--- config.mk ---
export PLATFORM = sky130hd
export DESIGN_NAME = bsg_fsb_node_iso_ls
export DESIGN_NICKNAME = d
export VERILOG_FILES = /design/src/rtl/bsg_fsb_pkg.sv /design/src/rtl/bsg_counter_clear_up.sv /design/src/rtl/bsg_fsb_node_iso_ls.sv
export SDC_FILE = /design/constraint.sdc
export NUM_CORES = 1
export LEC_CHECK = 0
export ABC_AREA = 1
export CORE_AREA = 2 2 129 131
export CTS_CLUSTER_DIAMETER = 40
export DETAILED_ROUTE_END_ITERATION = 16
export DIE_AREA = 0 0 131 133
export MAX_ROUTING_LAYER = met4
export SYNTH_ARGS = -nofsm -noshare
export SYNTH_HDL_FRONTEND = slang
export SYNTH_SLANG_ARGS = --single-unit
--- constraint.sdc ---
create_clock -name clk_i -period 1.8 [get_ports clk_i]
set_clock_uncertainty 0.15 [all_clocks]
set_input_delay 0.27 -clock clk_i [delete_from_list [all_inputs] [get_ports clk_i]]
set_output_delay 0.27 -clock clk_i [all_outputs]
set_load 0.05 [all_outputs]
--- src/rtl/bsg_fsb_pkg.sv ---
// Shared definitions for the fsb node isolation logic: the isolation FSM state
// encoding and helpers that decode which data directions a state lets through.
package bsg_fsb_pkg;

  typedef enum logic [1:0] {
    ST_ACTIVE   = 2'b00,
    ST_DRAIN    = 2'b01,
    ST_ISOLATED = 2'b10,
    ST_WAKE     = 2'b11
  } fsb_iso_state_e;

  // fsb-to-node traffic is only admitted while fully active
  function automatic logic fwd_open(input fsb_iso_state_e s);
    return (s == ST_ACTIVE);
  endfunction

  // node-to-fsb traffic keeps flowing while the node drains its output
  function automatic logic rev_open(input fsb_iso_state_e s);
    return (s == ST_ACTIVE) || (s == ST_DRAIN);
  endfunction

  function automatic logic node_held(input fsb_iso_state_e s);
    return (s == ST_ISOLATED) || (s == ST_WAKE);
  endfunction

endpackage

--- src/rtl/bsg_counter_clear_up.sv ---
// Saturating up-counter with synchronous clear; holds at max_val_p instead of
// wrapping.
module bsg_counter_clear_up #(
  parameter int max_val_p = 4,
  parameter int width_lp  = $clog2(max_val_p + 1)
) (
  input  logic                clk_i,
  input  logic                reset_i,
  input  logic                clear_i,
  input  logic                up_i,
  output logic [width_lp-1:0] count_o
);

  logic [width_lp-1:0] count_reg;

  always_ff @(posedge clk_i) begin
    if (reset_i || clear_i) begin
      count_reg <= '0;
    end else if (up_i && (count_reg != width_lp'(max_val_p))) begin
      count_reg <= count_reg + width_lp'(1);
    end
  end

  assign count_o = count_reg;

endmodule

--- src/rtl/bsg_fsb_node_iso_ls.sv ---
// Isolates a node from the fsb: drains node output, gates all channels, holds
// the node in reset while isolated and for a fixed wake period afterwards.
module bsg_fsb_node_iso_ls
  import bsg_fsb_pkg::*;
#(
  parameter int width_p         = 80,
  parameter int num_ch_p        = 1,
  parameter int drain_quiet_p   = 4,
  parameter int drain_timeout_p = 64,
  parameter int wake_cycles_p   = 16
) (
  input  logic                         clk_i,
  input  logic                         reset_i,
  input  logic                         iso_req_i,

  input  logic [num_ch_p-1:0]          fsb_v_o_i,
  input  logic [num_ch_p*width_p-1:0]  fsb_data_o_i,
  input  logic [num_ch_p-1:0]          node_ready_o_i,
  output logic [num_ch_p-1:0]          node_v_i_o,
  output logic [num_ch_p*width_p-1:0]  node_data_i_o,
  output logic [num_ch_p-1:0]          fsb_ready_i_o,

  input  logic [num_ch_p-1:0]          node_v_o_i,
  input  logic [num_ch_p*width_p-1:0]  node_data_o_i,
  input  logic [num_ch_p-1:0]          fsb_yumi_o_i,
  output logic [num_ch_p-1:0]          fsb_v_i_o,
  output logic [num_ch_p*width_p-1:0]  fsb_data_i_o,
  output logic [num_ch_p-1:0]          node_yumi_i_o,

  output logic                         node_reset_o,
  output logic                         iso_o,
  output logic                         drain_timeout_o
);

  localparam int quiet_w_lp   = $clog2(drain_quiet_p + 1);
  localparam int timeout_w_lp = $clog2(drain_timeout_p + 1);
  localparam int wake_w_lp    = $clog2(wake_cycles_p + 1);

  fsb_iso_state_e state_reg, state_next;
  logic fwd_open_reg, rev_open_reg, iso_reg, node_held_reg, drain_timeout_reg;

  logic in_drain, in_wake, node_busy;
  logic quiet_hit, timeout_hit, wake_done;
  logic [quiet_w_lp-1:0]   quiet_cnt;
  logic [timeout_w_lp-1:0] timeout_cnt;
  logic [wake_w_lp-1:0]    wake_cnt;

  assign in_drain  = (state_reg == ST_DRAIN);
  assign in_wake   = (state_reg == ST_WAKE);
  assign node_busy = |node_v_o_i;

  // Counters are held clear outside their own state, so each starts at 0 on entry.
  bsg_counter_clear_up #(.max_val_p(drain_quiet_p)) quiet_counter (
    .clk_i   (clk_i),
    .reset_i (reset_i),
    .clear_i (~in_drain | node_busy),
    .up_i    (in_drain & ~node_busy),
    .count_o (quiet_cnt)
  );

  bsg_counter_clear_up #(.max_val_p(drain_timeout_p)) timeout_counter (
    .clk_i   (clk_i),
    .reset_i (reset_i),
    .clear_i (~in_drain),
    .up_i    (in_drain),
    .count_o (timeout_cnt)
  );

  bsg_counter_clear_up #(.max_val_p(wake_cycles_p)) wake_counter (
    .clk_i   (clk_i),
    .reset_i (reset_i),
    .clear_i (~in_wake),
    .up_i    (in_wake),
    .count_o (wake_cnt)
  );

  // A limit is reached on the cycle whose increment would land on it.
  assign quiet_hit   = in_drain & ~node_busy & (quiet_cnt == quiet_w_lp'(drain_quiet_p - 1));
  assign timeout_hit = in_drain & (timeout_cnt == timeout_w_lp'(drain_timeout_p - 1));
  assign wake_done   = in_wake & (wake_cnt == wake_w_lp'(wake_cycles_p - 1));

  always_comb begin
    state_next = state_reg;
    case (state_reg)
      ST_ACTIVE:   if (iso_req_i) state_next = ST_DRAIN;
      ST_DRAIN:    if (quiet_hit || timeout_hit) state_next = ST_ISOLATED;
      ST_ISOLATED: if (!iso_req_i) state_next = ST_WAKE;
      ST_WAKE: begin
        if (iso_req_i)      state_next = ST_ISOLATED;
        else if (wake_done) state_next = ST_ACTIVE;
      end
      default:     state_next = ST_ACTIVE;
    endcase
  end

  always_ff @(posedge clk_i) begin
    if (reset_i) begin
      state_reg         <= ST_ACTIVE;
      fwd_open_reg      <= 1'b1;
      rev_open_reg      <= 1'b1;
      iso_reg           <= 1'b0;
      node_held_reg     <= 1'b0;
      drain_timeout_reg <= 1'b0;
    end else begin
      state_reg     <= state_next;
      fwd_open_reg  <= fwd_open(state_next);
      rev_open_reg  <= rev_open(state_next);
      iso_reg       <= (state_next == ST_ISOLATED);
      node_held_reg <= node_held(state_next);
      // a simultaneous quiet hit means the node did drain, so no timeout flag
      if (timeout_hit && !quiet_hit) begin
        drain_timeout_reg <= 1'b1;
      end else if (in_wake && (state_next == ST_ACTIVE)) begin
        drain_timeout_reg <= 1'b0;
      end
    end
  end

  for (genvar gi = 0; gi < num_ch_p; gi++) begin : g_ch
    assign node_v_i_o[gi]    = fsb_v_o_i[gi] & fwd_open_reg;
    assign fsb_ready_i_o[gi] = node_ready_o_i[gi] & fwd_open_reg;
    assign node_data_i_o[gi*width_p +: width_p] =
      fsb_data_o_i[gi*width_p +: width_p] & {width_p{fwd_open_reg}};

    assign fsb_v_i_o[gi]     = node_v_o_i[gi] & rev_open_reg;
    assign node_yumi_i_o[gi] = fsb_yumi_o_i[gi] & rev_open_reg;
    assign fsb_data_i_o[gi*width_p +: width_p] =
      node_data_o_i[gi*width_p +: width_p] & {width_p{rev_open_reg}};
  end

  assign node_reset_o    = reset_i | node_held_reg;
  assign iso_o           = iso_reg;
  assign drain_timeout_o = drain_timeout_reg;

endmodule

==> metrics.md, run 1 <==
| Metric | Value |
|---|---|
| Clock Latency Late Sink | 0.26 ns |
| Max FFs per register | 7 |
| I/O Pins | 334 |
| Critical path capture point type | primary output |
| Area growth syn-to-layout | 221% |
| Rel. slew slack | 0.800 |
| Global-route usage over all layers | 0.165 |
| Final worst slack | 0.107 ns |
| Max cap viols | 0 |
| CTS tree | yes |
| DR iter-0 viols | 133 |
| CTS Buffer Depth | 2 |
| Register area share after synthesis | 0.180 |
| DRC | 0 |
| F_max | 591 MHz |
| Pwr Total | 0.00369 W |
| Full die area | 17,400 sq um |
| CTS clk-pin slew, worst paths | 0.06 ns |
| Worst R2R End | iso_o |
| Compound-Gate Fraction of Synth Area | 0.0481 |
| Reg2Reg Depth | 8 |
| Net Sw Power | 0.00149 W |
| Yosys reg bits | 22 |
| Synth top area share | 0.304 |
| FF/Latch Area | 444 sq um |
| Final count of pins violating max slew | 0 |
| Critical-path maximum fanout | 43 |
| Fin nets | 999 |
| Hold Path Class | flip-flop to flip-flop |
| Post-Syn Nets | 674 |
| Die X | 131 um |
| CORE AREA | 16,200 sq um |
| DR vias | 3,720 |
| Top cell type by total area after synthesis | nand2_1 |
| Clk pwr share | 0.168 |
| Chip height | 133 um |
| Final setup viols | 0 |
| Mapped Area | 2440 sq um |
| Congestion Overflow GR | 0 |
| DRT antenna net count | 0 |
| Rows | 47 |
| Post-synthesis mux area share | 0 |
| CP required | 1.38 ns |
| Post-DP HPWL | 13,500 um |
| YS warnings | 0 |
| WP data arrival | 1.27 ns |
| Status | complete, no violations |
| WHS Path Cells | 2 |
| Initial antenna violation count | 9 |
| Initial Utilization | 0.151 |
| Post-detailed-placement cell area | 7700 sq um |
| First-pass DRT Iterations | 4 |
| Largest family of logic cells by synthesized area | simple AND/OR/NAND/NOR gates |
| Lkg Pwr | 4.34 nW |
| Placed cells | 1,039 |
| Layout Cells excl Fill | 1,052 |
| Global-route wire length before repair | 20,800 um |
| Crit start category | flip-flop |
| Fraction of layout cells with a size suffix above 1 | 0.242 |
| PortBufs | 333 |
| Combinational power share | 0.696 |
| Post-Place Worst Slack | 0.0895 ns |
| Synth Area in Simple Gates | 0.390 |
| Max VDD drop | 0.382 mV |
| RSZ-0062 raised after global routing | false |
| Pin count of the biggest net entering global routing | 44 |
| FILL cells | 1,554 |
| Number of buffers created by CTS | 3 |
| Vias in the first global route | 3,438 |
| Synth Area in Adders | 0.0410 |
| Tmin final | 1.69 ns |
| Mapped Avg Cell Area | 4.90 sq um |
| Clock root buffer master | clkbuf_16 |
| Setup CP Type | flip-flop to primary output |
| FF-to-FF setup slack | 0.19 ns |
| Non-Filler Cell Area, Final | 7840 sq um |
| Total Neg Setup Slack | 0 ns |
| GP Congestion | 0.786 |
| Hold Path Origin | drain_timeout_o |
| Startpoint of the worst register-to-register path | wake_counter.count_o[1] |
| DRT Wirelength | 15,100 um |
| Area of the multi-input gates | 1190 sq um |
| Worst Hold Endpoint | drain_timeout_o |
| Hold Violations, Final | 0 |
| Largest cells by area after synthesis | nand2_1 30%, inv_1 29%, dfxtp_1 18% |
| Slew @ Worst Pin | 0.297 ns |
| Power share of the sequential group | 0.136 |
| Sw Ratio | 0.403 |
| Pint | 0.00220 W |
| WL per Instance | 14.3 um |
| Pwr dens | 471 nW/um^2 |
| Final period util | 0.940 |
| Xor and xnor fraction of the mapped netlist area | 0.00717 |
| Clock sink count | 22 |
| H-tree levels | 1 |
| Synthesized instance count | 499 |
| Vias per cell | 3.54 |
| Cell variety after synth | 24 |
-- metal layers --
layer,share of wire,global-route usage
met1,0.36,0.173
met2,0.50,0.291
met3,0.13,0.0817
met4,0.0015,0.0106
met5,0,-
-- power by group through the flow --
stage | clock [W] | sequential [W] | combinational [W]
6_report | 0.000620 | 0.000501 | 0.00257
5_1_grt | 0.000649 | 0.000502 | 0.00267
4_1_cts | 0.000628 | 0.000501 | 0.00260
3_5_place_dp | 0 | 0.000512 | 0.00259
3_3_place_gp | 0 | 0.000512 | 0.00258
2_1_floorplan | 0 | 0.000506 | 0.00107
-- worst max-delay path, cell delays in order, from the launching register on --
cell,delay (ns)
dfxtp_2,0.43
buf_12,0.23
nand2_1,0.09
inv_1,0.10
buf_12,0.14
-- cells in the mapped netlist --
| cell type | number |
|---|---|
| o21ai_2 | 1 |
| clkbuf_1 | 2 |
| or2_2 | 1 |
| o21ai_0 | 4 |
| ha_1 | 8 |
| nand2_4 | 1 |
| nand4_1 | 3 |
| xor2_1 | 2 |
| nand2_2 | 2 |
| nor2_4 | 2 |
| inv_2 | 3 |
| or2_4 | 1 |
| nand3_2 | 1 |
| buf_2 | 16 |
| nor2_2 | 1 |
| nor2_1 | 14 |
| nor3_2 | 2 |
| dfxtp_1 | 22 |
| a21oi_1 | 14 |
| inv_1 | 191 |
| nand2_1 | 198 |
| nand3_1 | 8 |
| o21ba_2 | 1 |
| a21oi_2 | 1 |
-- timing repair --
item,4_1_cts,5_1_grt
resized for setup,0,4
hold buffers,0,0
endpoints found under the setup margin,0,2
buffers inserted,0,0
-- cells in the final DEF, fill, tap and decap left out, drive strengths merged --
master and n:
nand4 3, diode 9, bufinv 1, clkbuf 3, o21ai 5, clkdlybuf4s50 166
ha 8, o21ba 1, nand3 9, buf 172, inv 194, nor3 2
dfxtp 22, xor2 2, a21oi 15, or2 2, nand2 201, nor2 17
-- through the flow --
stage / hold slack, ns / utilization
floorplan: 0.189 / -
global placement: 0.324 / 0.476
detailed placement: 0.331 / 0.476
CTS: 0.339 / 0.483
global route: 0.361 / 0.485
finish: 0.334 / 0.485
-- cell type report --
class | count | share of cell area
well taps | 220 | 0.0351
inverters | 194 | 0.0929
repair buffers | 338 | 0.647
multi-input cells | 265 | 0.152
clock inverters | 1 | 0.00383
flip-flops and latches | 22 | 0.0567
clock buffers | 3 | 0.00958
diodes | 9 | 0.00287
-- how the worst max path moves through the flow --
stage               slack (ns)                        to                    start
global placement          0.11  quiet_counter.count_o[1]                  reset_i
global route              0.01              fwd_open_reg  wake_counter.count_o[1]
finish                    0.11         node_data_i_o[74]             fwd_open_reg
CTS                       0.09         node_data_i_o[21]             fwd_open_reg
floorplan                 0.30           fsb_data_i_o[0]             rev_open_reg
detailed placement        0.09  quiet_counter.count_o[2]                  reset_i
-- cells by family after synthesis --
kind of cell / after synthesis
xor+xnor: 2
simple gates: 234
flops: 22
compound gates: 21
fa+ha+maj: 8
buf+inv: 212
Power figures use the tool's default switching activity.
==> run 2, diff against run 1 <==
--- a/config.mk
+++ b/config.mk
@@ -6,10 +6,10 @@
 export NUM_CORES = 1
 export LEC_CHECK = 0
 export ABC_AREA = 1
-export CORE_AREA = 2 2 129 131
-export CTS_CLUSTER_DIAMETER = 40
+export CORE_AREA = 2 2 131 133
+export CTS_CLUSTER_DIAMETER = 100
 export DETAILED_ROUTE_END_ITERATION = 16
-export DIE_AREA = 0 0 131 133
+export DIE_AREA = 0 0 133 135
 export MAX_ROUTING_LAYER = met4
 export SYNTH_ARGS = -nofsm -noshare
 export SYNTH_HDL_FRONTEND = slang
==> constraint.sdc (replaced) <==
create_clock -name clk_i -period 2.05 [get_ports clk_i]
set_clock_uncertainty 0.15 [all_clocks]
set_input_delay 0.3075 -clock clk_i [delete_from_list [all_inputs] [get_ports clk_i]]
set_output_delay 0.3075 -clock clk_i [all_outputs]
set_load 0.05 [all_outputs]
==> run 2 against run 1 <==
Effect of this change: utilization decreased by 1.1 points; first-iteration DRC count shrank 9.0%; sequential power fell by 13%; hold slack gained 0.0033 ns; non-clock buffer count shrank 2; critical path type unchanged; highest routed layer unchanged.
==> metrics.md, run 2 (synthesis gave the netlist of run 1 again) <==
| Metric | Value |
|---|---|
| Vias per cell | 3.62 |
| Rel. slew slack | 0.668 |
| FILL cells | 1,539 |
| Hold buffer count at cts | 0 |
| DR iter-0 viols | 121 |
| PortBufs | 333 |
| GP Congestion | 0.844 |
| CTS clk-pin slew, worst paths | 0.05 ns |
| Critical-path maximum fanout | 2 |
| Slew @ Worst Pin | 0.497 ns |
| Vias in the first global route | 3,668 |
| Rows | 47 |
| CP required | 1.59 ns |
| First-pass DRT Iterations | 4 |
| DR vias | 3,802 |
| Net Sw Power | 0.00131 W |
| Pwr dens | 400 nW/um^2 |
| Pwr Total | 0.00311 W |
| Hold Path Class | flip-flop to flip-flop |
| Global-route usage over all layers | 0.172 |
| Status | complete, no violations |
| Min Hold Slack | 0.337 ns |
| Clock root buffer master | clkbuf_16 |
| RSZ-0062 raised after global routing | false |
| Most common cell after layout, fill and taps aside | nand2_1 |
| Final period util | 0.909 |
| Final setup viols | 0 |
| Congestion Overflow GR | 0 |
| Max VDD drop | 0.267 mV |
| F_max | 536 MHz |
| Full die area | 18,000 sq um |
| Combinational power share | 0.729 |
| Hold Path Origin | drain_timeout_o |
| Final Core Density | 0.473 |
| Power share of the sequential group | 0.141 |
| Most frequent cells in the layout | 198 x nand2_1, 191 x inv_1, 167 x clkdlybuf4s50_1, 167 x buf_12, 20 x dfxtp_1 |
| Final count of pins violating max slew | 0 |
| DRC | 0 |
| Clock sink count | 22 |
| Max FFs per register | 7 |
| Die X | 133 um |
| Fin nets | 997 |
| Tmin final | 1.86 ns |
| Crit start category | flip-flop |
| DRT Wirelength | 15,900 um |
| Post_cts resized | 0 |
| Crit-path slowest cell | clkdlybuf4s50_1 |
| Total Neg Setup Slack | 0 ns |
| Initial Utilization | 0.149 |
| WL per Instance | 15.1 um |
| Sw Ratio | 0.422 |
| Clock Latency Late Sink | 0.26 ns |
| Pint | 0.00180 W |
| Critical path capture point type | primary output |
| Initial antenna violation count | 11 |
| I/O Pins | 334 |
| DRT antenna net count | 0 |
| H-tree levels | 1 |
| Crit path launch | drain_timeout_o |
| Global-route wire length before repair | 22,800 um |
| Hold Violations, Final | 0 |
| Clk pwr share | 0.130 |
| Number of buffers created by CTS | 3 |
| Post-CTS setup buffers | 0 |
| Max cap viols | 0 |
| CORE AREA | 16,400 sq um |
| CP delay by family, top | buffers and inverters |
| Pin count of the biggest net entering global routing | 83 |
| Post-DP HPWL | 14,100 um |
| Worst-path cell chain | clkdlybuf4s50_1 |
| Largest stage delay on the critical path | 0.81 ns |
| Setup CP Type | flip-flop to primary output |
| Fraction of layout cells with a size suffix above 1 | 0.233 |
| CTS tree | yes |
| Area growth syn-to-layout | 218% |
| CTS Buffer Depth | 2 |
| Startpoint of the worst register-to-register path | wake_counter.count_o[0] |
| Lkg Pwr | 4.31 nW |
| Chip height | 135 um |
| WP buf/inv | 1 |
| WP data arrival | 1.41 ns |
run 2: cell type report:
class	instances	area, sq um	share of cell area
Clock buffer	3	75.1	0.00967
Sequential cell	22	443	0.0570
Tap cell	220	275	0.0354
Timing Repair Buffer	336	5030	0.648
Multi-Input combinational cell	265	1190	0.153
Inverter	194	728	0.0938
Antenna cell	11	27.5	0.00354
run 2: metal layers:
metal | vias up | share of wire | track usage
met5 | - | 0 | -
li1 | 1995 | - | -
met4 | 0 | 0.0046 | 0.0167
met2 | 169 | 0.51 | 0.306
met1 | 1630 | 0.37 | 0.182
met3 | 8 | 0.12 | 0.0796
run 2: path summary, 6_finish.rpt:
kind / to / slack [ns] / cells after the start
setup reg to reg: fwd_open_reg / 0.40 / 10
hold / removal: drain_timeout_o / 0.34 / 2
setup / recovery: drain_timeout_o / 0.19 / 1
hold reg to reg: drain_timeout_o / 0.34 / 2
run 2: through the flow:
stage	cell area, sq um	setup slack, ns	instances
2_1_floorplan	2440	0.509	499
3_3_place_gp	7660	0.412	1037
3_5_place_dp	7660	0.381	1037
4_1_cts	7740	0.179	1040
5_1_grt	7770	0.153	1051
6_report	7770	0.186	1051
run 2: worst reg2reg max path, stage by stage (launching register included):
cell	delay, ns
dfxtp_1	0.37
ha_1	0.20
nand2_1	0.06
nor2_1	0.10
ha_1	0.18
nand3_1	0.09
nand2_1	0.11
nand3_2	0.08
nand2_2	0.10
inv_2	0.04
nor2_1	0.09
run 2: power by group through the flow:
stage / sequential, W / clock, W / combinational, W
4_1_cts: 0.000437 / 0.000415 / 0.00229
5_1_grt: 0.000438 / 0.000426 / 0.00236
3_5_place_dp: 0.000447 / 0 / 0.00228
2_1_floorplan: 0.000444 / 0 / 0.000937
3_3_place_gp: 0.000446 / 0 / 0.00228
6_report: 0.000437 / 0.000406 / 0.00227
==> run 3, diff against run 2 <==
--- a/config.mk
+++ b/config.mk
@@ -6,11 +6,13 @@
 export NUM_CORES = 1
 export LEC_CHECK = 0
 export ABC_AREA = 1
+export ABC_CLOCK_PERIOD_IN_PS = 2050
 export CORE_AREA = 2 2 131 133
 export CTS_CLUSTER_DIAMETER = 100
 export DETAILED_ROUTE_END_ITERATION = 16
 export DIE_AREA = 0 0 133 135
 export MAX_ROUTING_LAYER = met4
+export PLACE_DENSITY_LB_ADDON = 0.15
 export SYNTH_ARGS = -nofsm -noshare
 export SYNTH_HDL_FRONTEND = slang
 export SYNTH_SLANG_ARGS = --single-unit
==> run 3 against run 2 <==
Effect of this change: sequential share of layout area about the same; setup slack improved by 0.021 ns; sequential power up 1%.
==> metrics.md, run 3 (synthesis gave the netlist of run 1 again) <==
| Metric | Value |
|---|---|
| Crit start category | flip-flop |
| Max cap viols | 0 |
| Rows | 47 |
| Critical-path maximum fanout | 2 |
| CTS tree | yes |
| Most frequent cells in the layout | 198 x nand2_1, 191 x inv_1, 168 x buf_12, 167 x clkdlybuf4s50_1, 20 x dfxtp_1 |
| Fraction of layout cells with a size suffix above 1 | 0.236 |
| First-pass DRT Iterations | 4 |
| Number of buffers created by CTS | 3 |
| I/O Pins | 334 |
| Tmin final | 1.84 ns |
| DRT antenna net count | 0 |
| Setup CP Type | flip-flop to primary output |
| H-tree levels | 1 |
| CTS clk-pin slew, worst paths | 0.06 ns |
| Max FFs per register | 7 |
| DRT Wirelength | 15,400 um |
| WL per Instance | 14.7 um |
| Pin count of the biggest net entering global routing | 83 |
| Hold buffer count at cts | 0 |
| Largest stage delay on the critical path | 0.80 ns |
| Min Hold Slack | 0.314 ns |
| Lkg Pwr | 4.33 nW |
| Initial Utilization | 0.149 |
| Area growth syn-to-layout | 219% |
| CP required | 1.59 ns |
| Non-Filler Cell Area, Final | 7790 sq um |
| Vias in the first global route | 3,495 |
| Final count of pins violating max slew | 0 |
| CORE AREA | 16,400 sq um |
| Vias per cell | 3.52 |
| Post-CTS setup buffers | 0 |
| Post-DP HPWL | 13,900 um |
| DR vias | 3,697 |
| Crit-path slowest cell | clkdlybuf4s50_1 |
| Final Core Density | 0.475 |
| Slew @ Worst Pin | 0.493 ns |
| WP buf/inv | 1 |
| Chip height | 135 um |
| Critical path capture point type | primary output |
| Area of the multi-input gates | 1190 sq um |
| Max VDD drop | 0.290 mV |
| Global-route wire length before repair | 21,900 um |
| Rel. slew slack | 0.670 |
| Pwr Total | 0.00315 W |
| DRC | 0 |
| Final setup viols | 0 |
| Total Neg Setup Slack | 0 ns |
| Most common cell after layout, fill and taps aside | nand2_1 |
| RSZ-0062 raised after global routing | false |
| FF/Latch Area | 443 sq um |
| Clock Latency Late Sink | 0.25 ns |
| Die X | 133 um |
| Global-route usage over all layers | 0.167 |
| Fin nets | 999 |
| PortBufs | 333 |
| FILL cells | 1,571 |
| F_max | 543 MHz |
| Final period util | 0.899 |
| CP delay by family, top | buffers and inverters |
| GP Congestion | 0.777 |
| Status | complete, no violations |
| Hold Violations, Final | 0 |
| CTS Buffer Depth | 2 |
| Full die area | 18,000 sq um |
| WP data arrival | 1.39 ns |
| Hold Path Class | flip-flop to flip-flop |
| Clock sink count | 22 |
| Congestion Overflow GR | 0 |
| Post_cts resized | 0 |
| Initial antenna violation count | 6 |
| Worst-path cell chain | clkdlybuf4s50_1 |
| DR iter-0 viols | 98 |
| Post-detailed-placement cell area | 7690 sq um |
| Clock root buffer master | clkbuf_16 |
| Pwr dens | 405 nW/um^2 |
## run 3: per-layer routing
layer / vias to the layer above / track usage / wire, um
li1: 1992 / - / -
met1: 1501 / 0.159 / 5130
met2: 194 / 0.308 / 8030
met3: 10 / 0.0871 / 2030
met4: 0 / 0.0251 / 238
met5: - / - / 0
## run 3: final timing paths
path | depth (start not counted) | end | slack (ns) | startpoint
worst max-delay path | 1 | drain_timeout_o | 0.21 | drain_timeout_o
worst min register to register | 2 | drain_timeout_o | 0.31 | drain_timeout_o
worst min-delay path | 2 | drain_timeout_o | 0.31 | drain_timeout_o
worst max register to register | 8 | fwd_open_reg | 0.42 | wake_counter.count_o[0]
## run 3: cell type report
class	count	share of cell area
inverter	194	0.0934
sequential	22	0.0568
multi-input combinational	265	0.152
clock buffer	4	0.0114
timing repair buffer	338	0.649
tap	220	0.0353
antenna	6	0.00193
## run 3: tightest hold or removal path: stages (launching register included)
cell and delay [ns]:
dfxtp_1 0.31, nand2_1 0.06, a21oi_1 0.05
## run 3: power breakdown
group	switching (W)	total (W)	internal [W]	leakage, nW
clock network	0.000154	0.000452	0.000298	0.0442
registers	0.00000997	0.000442	0.000432	0.177
logic	0.00114	0.00226	0.00112	4.11
## run 3: per-stage QoR
step	cells	worst slack, ns
2_1_floorplan	499	0.509
3_3_place_gp	1039	0.258
4_1_cts	1043	0.192
6_report	1049	0.207
5_1_grt	1049	0.141
3_5_place_dp	1039	0.257
